`config.mk`:
```
export PLATFORM = sky130hd
export DESIGN_NAME = bin2bcd_seq
export DESIGN_NICKNAME = d
export VERILOG_FILES = /design/src/rtl/display_pkg.sv /design/src/rtl/bcd_digit_adj3.sv /design/src/rtl/bin2bcd_seq.sv
export SDC_FILE = /design/constraint.sdc
export NUM_CORES = 1
export LEC_CHECK = 0
export CAP_MARGIN = 30
export CELL_PAD_IN_SITES_DETAIL_PLACEMENT = 0
export CELL_PAD_IN_SITES_GLOBAL_PLACEMENT = 1
export CORE_UTILIZATION = 45
export DETAILED_ROUTE_END_ITERATION = 8
export PLACE_DENSITY_LB_ADDON = 0.1
export SYNTH_ARGS = -nofsm -noshare
export SYNTH_HDL_FRONTEND = slang
export SYNTH_SLANG_ARGS = --single-unit
```
`constraint.sdc`:
```
create_clock -name clk -period 3.9 [get_ports clk]
set_input_delay 0.39 -clock clk [delete_from_list [all_inputs] [get_ports clk]]
set_output_delay 0.39 -clock clk [all_outputs]
set_load 0.005 [all_outputs]
```
`src/rtl/display_pkg.sv`:
```
// rtl/display_pkg.sv - shared constants and types for the display datapath
package display_pkg;

    localparam int BCD_W          = 4;
    localparam int DIGITS_DEFAULT = 4;
    localparam logic [BCD_W-1:0] BLANK_CODE = 4'hF;

    typedef enum logic [0:0] {
        IDLE = 1'b0,
        CONV = 1'b1
    } state_e;

endpackage

```
`src/rtl/bcd_digit_adj3.sv`:
```
// rtl/bcd_digit_adj3.sv - double-dabble digit correction: add 3 when digit >= 5
module bcd_digit_adj3
    import display_pkg::*;
(
    input  logic [BCD_W-1:0] d,
    output logic [BCD_W-1:0] q
);

    assign q = (d >= BCD_W'(5)) ? d + BCD_W'(3) : d;

endmodule

```
`src/rtl/bin2bcd_seq.sv`:
```
// rtl/bin2bcd_seq.sv - sequential binary-to-BCD converter, one input bit per clock
// Optional leading-zero blanking: define BIN2BCD_LEADING_BLANK_EN.
module bin2bcd_seq
    import display_pkg::*;
#(
    parameter int IN_WIDTH = 32,
    parameter int DIGITS   = DIGITS_DEFAULT
) (
    input  logic                      clk,
    input  logic                      rst_n,
    input  logic                      start,
    input  logic [IN_WIDTH-1:0]       value,
    output logic                      busy,
    output logic                      done,
    output logic [BCD_W*DIGITS-1:0]   bcd,
    output logic                      overflow
);

    localparam int BW = BCD_W * DIGITS;
    localparam int CW = $clog2(IN_WIDTH + 1);
    localparam logic [CW-1:0] LAST_CNT = CW'(IN_WIDTH - 1);

    localparam logic [0:0] S_IDLE = IDLE;
    localparam logic [0:0] S_CONV = CONV;

    logic [0:0]          state;
    logic [IN_WIDTH-1:0] shreg;
    logic [BW-1:0]       work;
    logic [BW-1:0]       adj;
    logic [BW-1:0]       nxt_work;
    logic [BW-1:0]       result;
    logic                ovf_sticky;
    logic                nxt_ovf;
    logic [CW-1:0]       cnt;

    for (genvar i = 0; i < DIGITS; i++) begin : g_adj
        bcd_digit_adj3 u_adj (
            .d (work[BCD_W*i +: BCD_W]),
            .q (adj[BCD_W*i +: BCD_W])
        );
    end

    // Anything shifted out of the top digit means the value did not fit.
    assign nxt_work = {adj[BW-2:0], shreg[IN_WIDTH-1]};
    assign nxt_ovf  = ovf_sticky | adj[BW-1];

`ifdef BIN2BCD_LEADING_BLANK_EN
    logic leading;

    always_comb begin
        result  = nxt_work;
        leading = 1'b1;
        for (int i = DIGITS - 1; i >= 1; i--) begin
            if (leading && (nxt_work[BCD_W*i +: BCD_W] == '0)) begin
                result[BCD_W*i +: BCD_W] = BLANK_CODE;
            end else begin
                leading = 1'b0;
            end
        end
    end
`else
    assign result = nxt_work;
`endif

    always_ff @(posedge clk or negedge rst_n) begin
        if (!rst_n) begin
            state      <= S_IDLE;
            shreg      <= '0;
            work       <= '0;
            ovf_sticky <= 1'b0;
            cnt        <= '0;
            busy       <= 1'b0;
            done       <= 1'b0;
            bcd        <= '0;
            overflow   <= 1'b0;
        end else begin
            done <= 1'b0;
            case (state)
                S_IDLE: begin
                    if (start) begin
                        shreg      <= value;
                        work       <= '0;
                        ovf_sticky <= 1'b0;
                        cnt        <= '0;
                        busy       <= 1'b1;
                        state      <= S_CONV;
                    end
                end
                S_CONV: begin
                    shreg      <= {shreg[IN_WIDTH-2:0], 1'b0};
                    work       <= nxt_work;
                    ovf_sticky <= nxt_ovf;
                    cnt        <= cnt + CW'(1);
                    // Publish on the final shift so the display updates exactly once.
                    if (cnt == LAST_CNT) begin
                        bcd      <= result;
                        overflow <= nxt_ovf;
                        done     <= 1'b1;
                        busy     <= 1'b0;
                        state    <= S_IDLE;
                    end
                end
                default: state <= S_IDLE;
            endcase
        end
    end

endmodule

```
[After elaboration in Yosys (flattened, before gate mapping)]
Index checks and enable logic that the tools add are counted.
Storage, ports and cells
  output and inout port bits: 19
  register bits after elaboration: 75
  input port bits: 35
Cells by class
  order comparisons: 4
  bitwise operators: 2
  add/subtract/negate cells: 5
  mux-type cells: 20
  equality and inequality tests: 3
  reduce and logical (&&, ||, !) cells: 2
Operator list (number)
  case mux 32 bit (2 select lines): 1
  2-to-1 mux 32 bit: 1
  case mux 16 bit (2 select lines): 1
  adder 4 x 2 -> 4 bit (second input constant): 4
  greater-or-equal comparator 4 x 3 -> 1 bit (second input constant): 4
  2-to-1 mux 16 bit: 1
  2-to-1 mux 4 bit: 4
  case mux 6 bit (2 select lines): 1
  2-to-1 mux 1 bit: 7
  adder 6 x 1 -> 6 bit (second input constant): 1
  equality test 6 x 5 -> 1 bit (second input constant): 1
  2-to-1 mux 6 bit: 1
  case mux 1 bit (2 select lines): 3
  AND reduction 2 bit: 2
  != test 2 x 1 -> 1 bit (second input constant): 1
  != test 2 bit (second input constant): 1
  inverter 1 bit: 1
  bitwise OR 1 bit: 1

[Longest topological paths before layout]
  depth in word-level cells: 4
  depth in mapped cells: 6
  depth with buffers taken out: 6

[Modules after synthesis]
Synthesis repeated with hierarchy kept, for this count alone.
Unflattened totals
  cells, all modules: 316
  area, all modules: 3593.4 sq um
By module, submodules not included
  bin2bcd_seq: area an instance 3188.1 sq um, cells each 252, instances 1
  bcd_digit_adj3: area an instance 101.3 sq um, cells each 16, instances 4

[Worst setup path after synthesis]
OpenSTA, ideal clock, no wires.
  path type: flip-flop to flip-flop
  from: reg work[12]
  to: reg bcd[14]
  setup time: 0.125 ns
  arrival: 1.332 ns
  slack: 2.444 ns
  path buffers: 0
  data required time: 3.775 ns
  cell stages (with the launch flop): 6
  path through: dfrtp_1 ha_1 nand2b_1 a21oi_1 mux2i_1 mux2_2
On the way
  longest elaborated chain between the ends: 2
  elaborated cells on any way between the ends: 3
  classes of those cells: add/sub: 1; order compare: 1; mux: 1
Ends and longest elaborated chain
  start, declared: RTL line bin2bcd_seq.sv:28  | logic [BW-1:0] work;
  start signal, assigned: RTL line bin2bcd_seq.sv:91  | work <= nxt_work;
  adder 4 x 2 -> 4 bit or greater-or-equal comparator 4 x 3 -> 1 bit (tied branches): RTL line bcd_digit_adj3.sv:9  | assign q = (d >= BCD_W'(5)) ? d + BCD_W'(3) : d;
  2-to-1 mux 4 bit (*): RTL line bcd_digit_adj3.sv:9
  end signal, assigned: RTL line bin2bcd_seq.sv:96  | bcd <= result;
  end, declared: RTL line bin2bcd_seq.sv:15  | output logic [BCD_W*DIGITS-1:0] bcd,
Every way passes the cells marked *; elsewhere a longest branch is shown, timed or not.
A chain may end at the register's enable or synchronous reset.

[Worst setup path in the final report]
  from: reg state
  to: reg cnt[5]
On the way
  longest elaborated chain between the ends: 2
  elaborated cells on any way between the ends: 3
  classes of those cells: eq/ne: 1; mux: 1; bitwise: 1
Ends and longest elaborated chain
  start, declared: RTL line bin2bcd_seq.sv:26  | logic [0:0] state;
  start signal, assigned: RTL line bin2bcd_seq.sv:67  | state <= S_IDLE;
  start signal, assigned: RTL line bin2bcd_seq.sv:86  | state <= S_CONV;
  start signal, assigned: RTL line bin2bcd_seq.sv:100  | state <= S_IDLE;
  inverter 1 bit
  case mux 6 bit (2 select lines) or != test 2 bit (tied branches)
  end signal, assigned: RTL line bin2bcd_seq.sv:93  | cnt <= cnt + CW'(1);
  end, declared: RTL line bin2bcd_seq.sv:34  | logic [CW-1:0] cnt;
Several ways; a longest one is shown, not always the timed one.

==> impl_metrics.py <==
metrics = {
    "job": {
        "max_cap_viol_count": 0,
    },
    "cts": {
        "cts.sinks": 75,
        "numCtsBuffers": 9,
        "cts_root_buffer": "clkbuf_8",
        "cts-htree-levels": 3,
        "postCtsHoldBufs": 0,
        "clock_latency_ns": 0.34,
        "cts.path.max_buffers": 2,
        "cts_tree": "yes",
        "path_clk_slew_ns": 0.08,
        "cts_setup_buffers": 0,
        "cts_resized": 0,
    },
    "logic_synthesis": {
        "ys_warn_count": 0,
        "synth_nets": 374,
        "synth_area_per_cell_sq_um": 10.75,
        "ys.flop_type": "dfrtp_1",
        "syn_inst": 330,
        "yosysUniqueCellTypes": 30,
        "async_reset_ff_frac": 1.000,
        "ys_seq_area_frac": 0.5291,
        "synth_area_sq_um": 3547,
        "synth_edf_count": 0,
        "yosys_register_bits": 75,
    },
    "detailed_routing": {
        "routed_wl_um": 6524,
        "wl_per_cell_um": 13.40,
        "vias_per_cell": 5.057,
        "firstDrtPassIters": 4,
        "drt_iter0_markers": 165,
        "drc": 0,
        "ant_nets": 0,
        "vias": 2463,
    },
    "sta": {
        "tns_ns": 0,
        "fin_skew_ns": 0.007711,
        "setup_slack_ns": 2.004,
        "tightest_slew_ns": 0.8848,
        "fmax_mhz": 527.4,
        "holdWs_ns": -0.008231,
        "drv_slew": 0,
        "final-hold-violation-count": 10,
        "period_minus_slack_ns": 1.896,
        "rsz0062_at_grt": "no",
        "post-route-period-util": 0.4861,
        "finalSetupViolations": 0,
        "slew_headroom": 0.4101,
    },
    "setup_path": {
        "end_kind": "register",
        "cp.required_ns": 4.12,
        "cp_max_fo": 101,
        "path_class": "register to register",
        "cp-start-kind": "register",
        "critPathArrivalTime_ns": 2.12,
    },
    "run_status": {
        "status": "complete, but fails checks",
        "violations": "hold timing",
    },
    "min_path": {
        "hold_class": "input pin to asynchronous set/reset pin",
    },
    "power_and_ir_drop": {
        "power_density_nw_per_um2": 702.6,
        "leakage_nw": 2.028,
        "ir_drop_uv": 355.6,
    },
    "global_route": {
        "antenna_found_initial": 0,
        "gr-usage-all-layers": 0.1752,
        "grt_pass1_vias": 2517,
        "grt_max_degree": 102,
        "gr-total-overflow": 0,
        "grt_pass1_wl_um": 11470,
    },
    "placement": {
        "io_buffers": 53,
        "dp_hpwl_um": 4002,
        "dp_slack_ns": 1.920,
        "dp_cells": 469,
        "routabilityCongestion": 0.7519,
    },
    "layout": {
        "final_cell_count_no_fill": 487,
        "drive_above_1_share": 0.08571,
        "area_growth_pct": 23.07,
        "fin_nets": 424,
        "num_antenna_cells": 0,
    },
    "die": {
        "die_width_um": 90.79,
        "die_height_um": 90.79,
        "core_area_sq_um": 7687,
        "dieArea_sq_um": 8242,
        "start_util": 0.4614,
        "rows": 32,
        "io_pins": 54,
    },
}
==> through the flow <==
step           instance area [sq um]    util  hold slack (ns)  total power [mW]
4_1_cts                         4325  0.5627           0.2221             3.110
3_3_place_gp                    4098  0.5330           0.4606             2.382
5_1_grt                         4365  0.5679          0.02133             3.318
3_5_place_dp                    4098  0.5330           0.4644             2.420
6_report                        4365  0.5679        -0.008231             3.067
2_1_floorplan                   3547       -          0.09441             2.039
==> critical path, stage by stage, from the launching register on <==
cell	delay, ns
dfrtp_2	0.37
buf_4	0.70
nand4_1	0.33
o211ai_1	0.26
o31ai_1	0.11
==> routing by layer <==
metal | track usage | part of all wire | up-vias
met4 | 0.07937 | 0.020 | 0
li1 | - | - | 1240
met3 | 0.03114 | 0.038 | 10
met5 | 0 | 0 | -
met1 | 0.2301 | 0.49 | 1177
met2 | 0.2835 | 0.45 | 36
==> logic make-up (layout without fill, tap and decap cells) <==
| kind of cell | after synthesis | count (layout) | synth area share |
|---|---|---|---|
| mux | 50 | 50 | 0.1443 |
| flops | 75 | 75 | 0.5291 |
| xor+xnor | 6 | 6 | 0.01481 |
| fa+ha+maj | 9 | 9 | 0.03175 |
| buf+inv | 28 | 83 | 0.04339 |
| compound gates | 75 | 75 | 0.1220 |
| simple gates | 87 | 87 | 0.1146 |
==> flip-flops by register name, indices dropped and copies added (netlist names) <==
| signal | flops |
|---|---|
| state | 1 |
| cnt | 6 |
| busy | 1 |
| overflow | 1 |
| shreg | 32 |
| work | 16 |
| done | 1 |
| ovf_sticky | 1 |
| bcd | 16 |
==> Yosys cell counts, drive strengths merged (2+ instances only) <==
library cell,number,share of area
dfrtp,75,0.53
nand2,47,0.050
mux2i,41,0.12
o21ai,39,0.055
nor2,16,0.019
a21oi,15,0.021
buf,15,0.030
a21o,10,0.021
inv,10,0.011
ha,9,0.032
mux2,9,0.029
nor3b,8,0.017
nand2b,7,0.012
xnor2,5,0.012
nor3,4,0.0056
a31oi,3,0.0053
a32o,3,0.0085
clkbuf,3,0.0032
nand3,2,0.0028
o31ai,2,0.0042
==> power breakdown <==
group	internal, mW	switching, mW
logic	0.602	0.502
registers	1.08	0.210
clock network	0.395	0.278
==> path summary, 6_finish.rpt <==
kind | startpoint | endpoint | slack (ns) | cells past startpoint
max reg2reg | state | cnt[5] | 2.00 | 4
min reg2reg | shreg[5] | shreg[6] | 0.49 | 2
min in group clk | start | shreg[17] | 0.44 | 3
max | state | cnt[5] | 2.00 | 4
max in group asynchronous | rst_n | shreg[14] | 3.34 | 2
min | rst_n | shreg[24] | -0.008 | 1
==> final cells by class <==
type                    instances  area (sq um)
fillers                       696          3322
clock inverters                 4         72.57
inverters                      10         37.54
multi-input cells             227          1516
repair buffers                 57         578.1
well taps                     102         127.6
flip-flops and latches         75          1878
clock buffers                  12         155.1
==> cell usage in the layout (no fill, tap or decap), types with 2 or more instances in the layout <==
| master | n |
|---|---|
| nor2_1 | 15 |
| a31oi_1 | 3 |
| xnor2_1 | 5 |
| mux2i_1 | 41 |
| nand2_1 | 47 |
| a21oi_1 | 15 |
| ha_1 | 9 |
| inv_1 | 10 |
| nand3_1 | 2 |
| nor3_1 | 4 |
| o21ai_0 | 39 |
| o31ai_1 | 2 |
| buf_4 | 3 |
| bufinv_16 | 2 |
| mux2_2 | 9 |
| clkbuf_8 | 11 |
| nand2b_1 | 7 |
| clkdlybuf4s50_1 | 51 |
| nor3b_1 | 8 |
| a21o_1 | 10 |
| dfrtp_1 | 74 |
| a32o_1 | 3 |
| buf_12 | 2 |
Note: power is estimated with default switching activity, not from simulation.
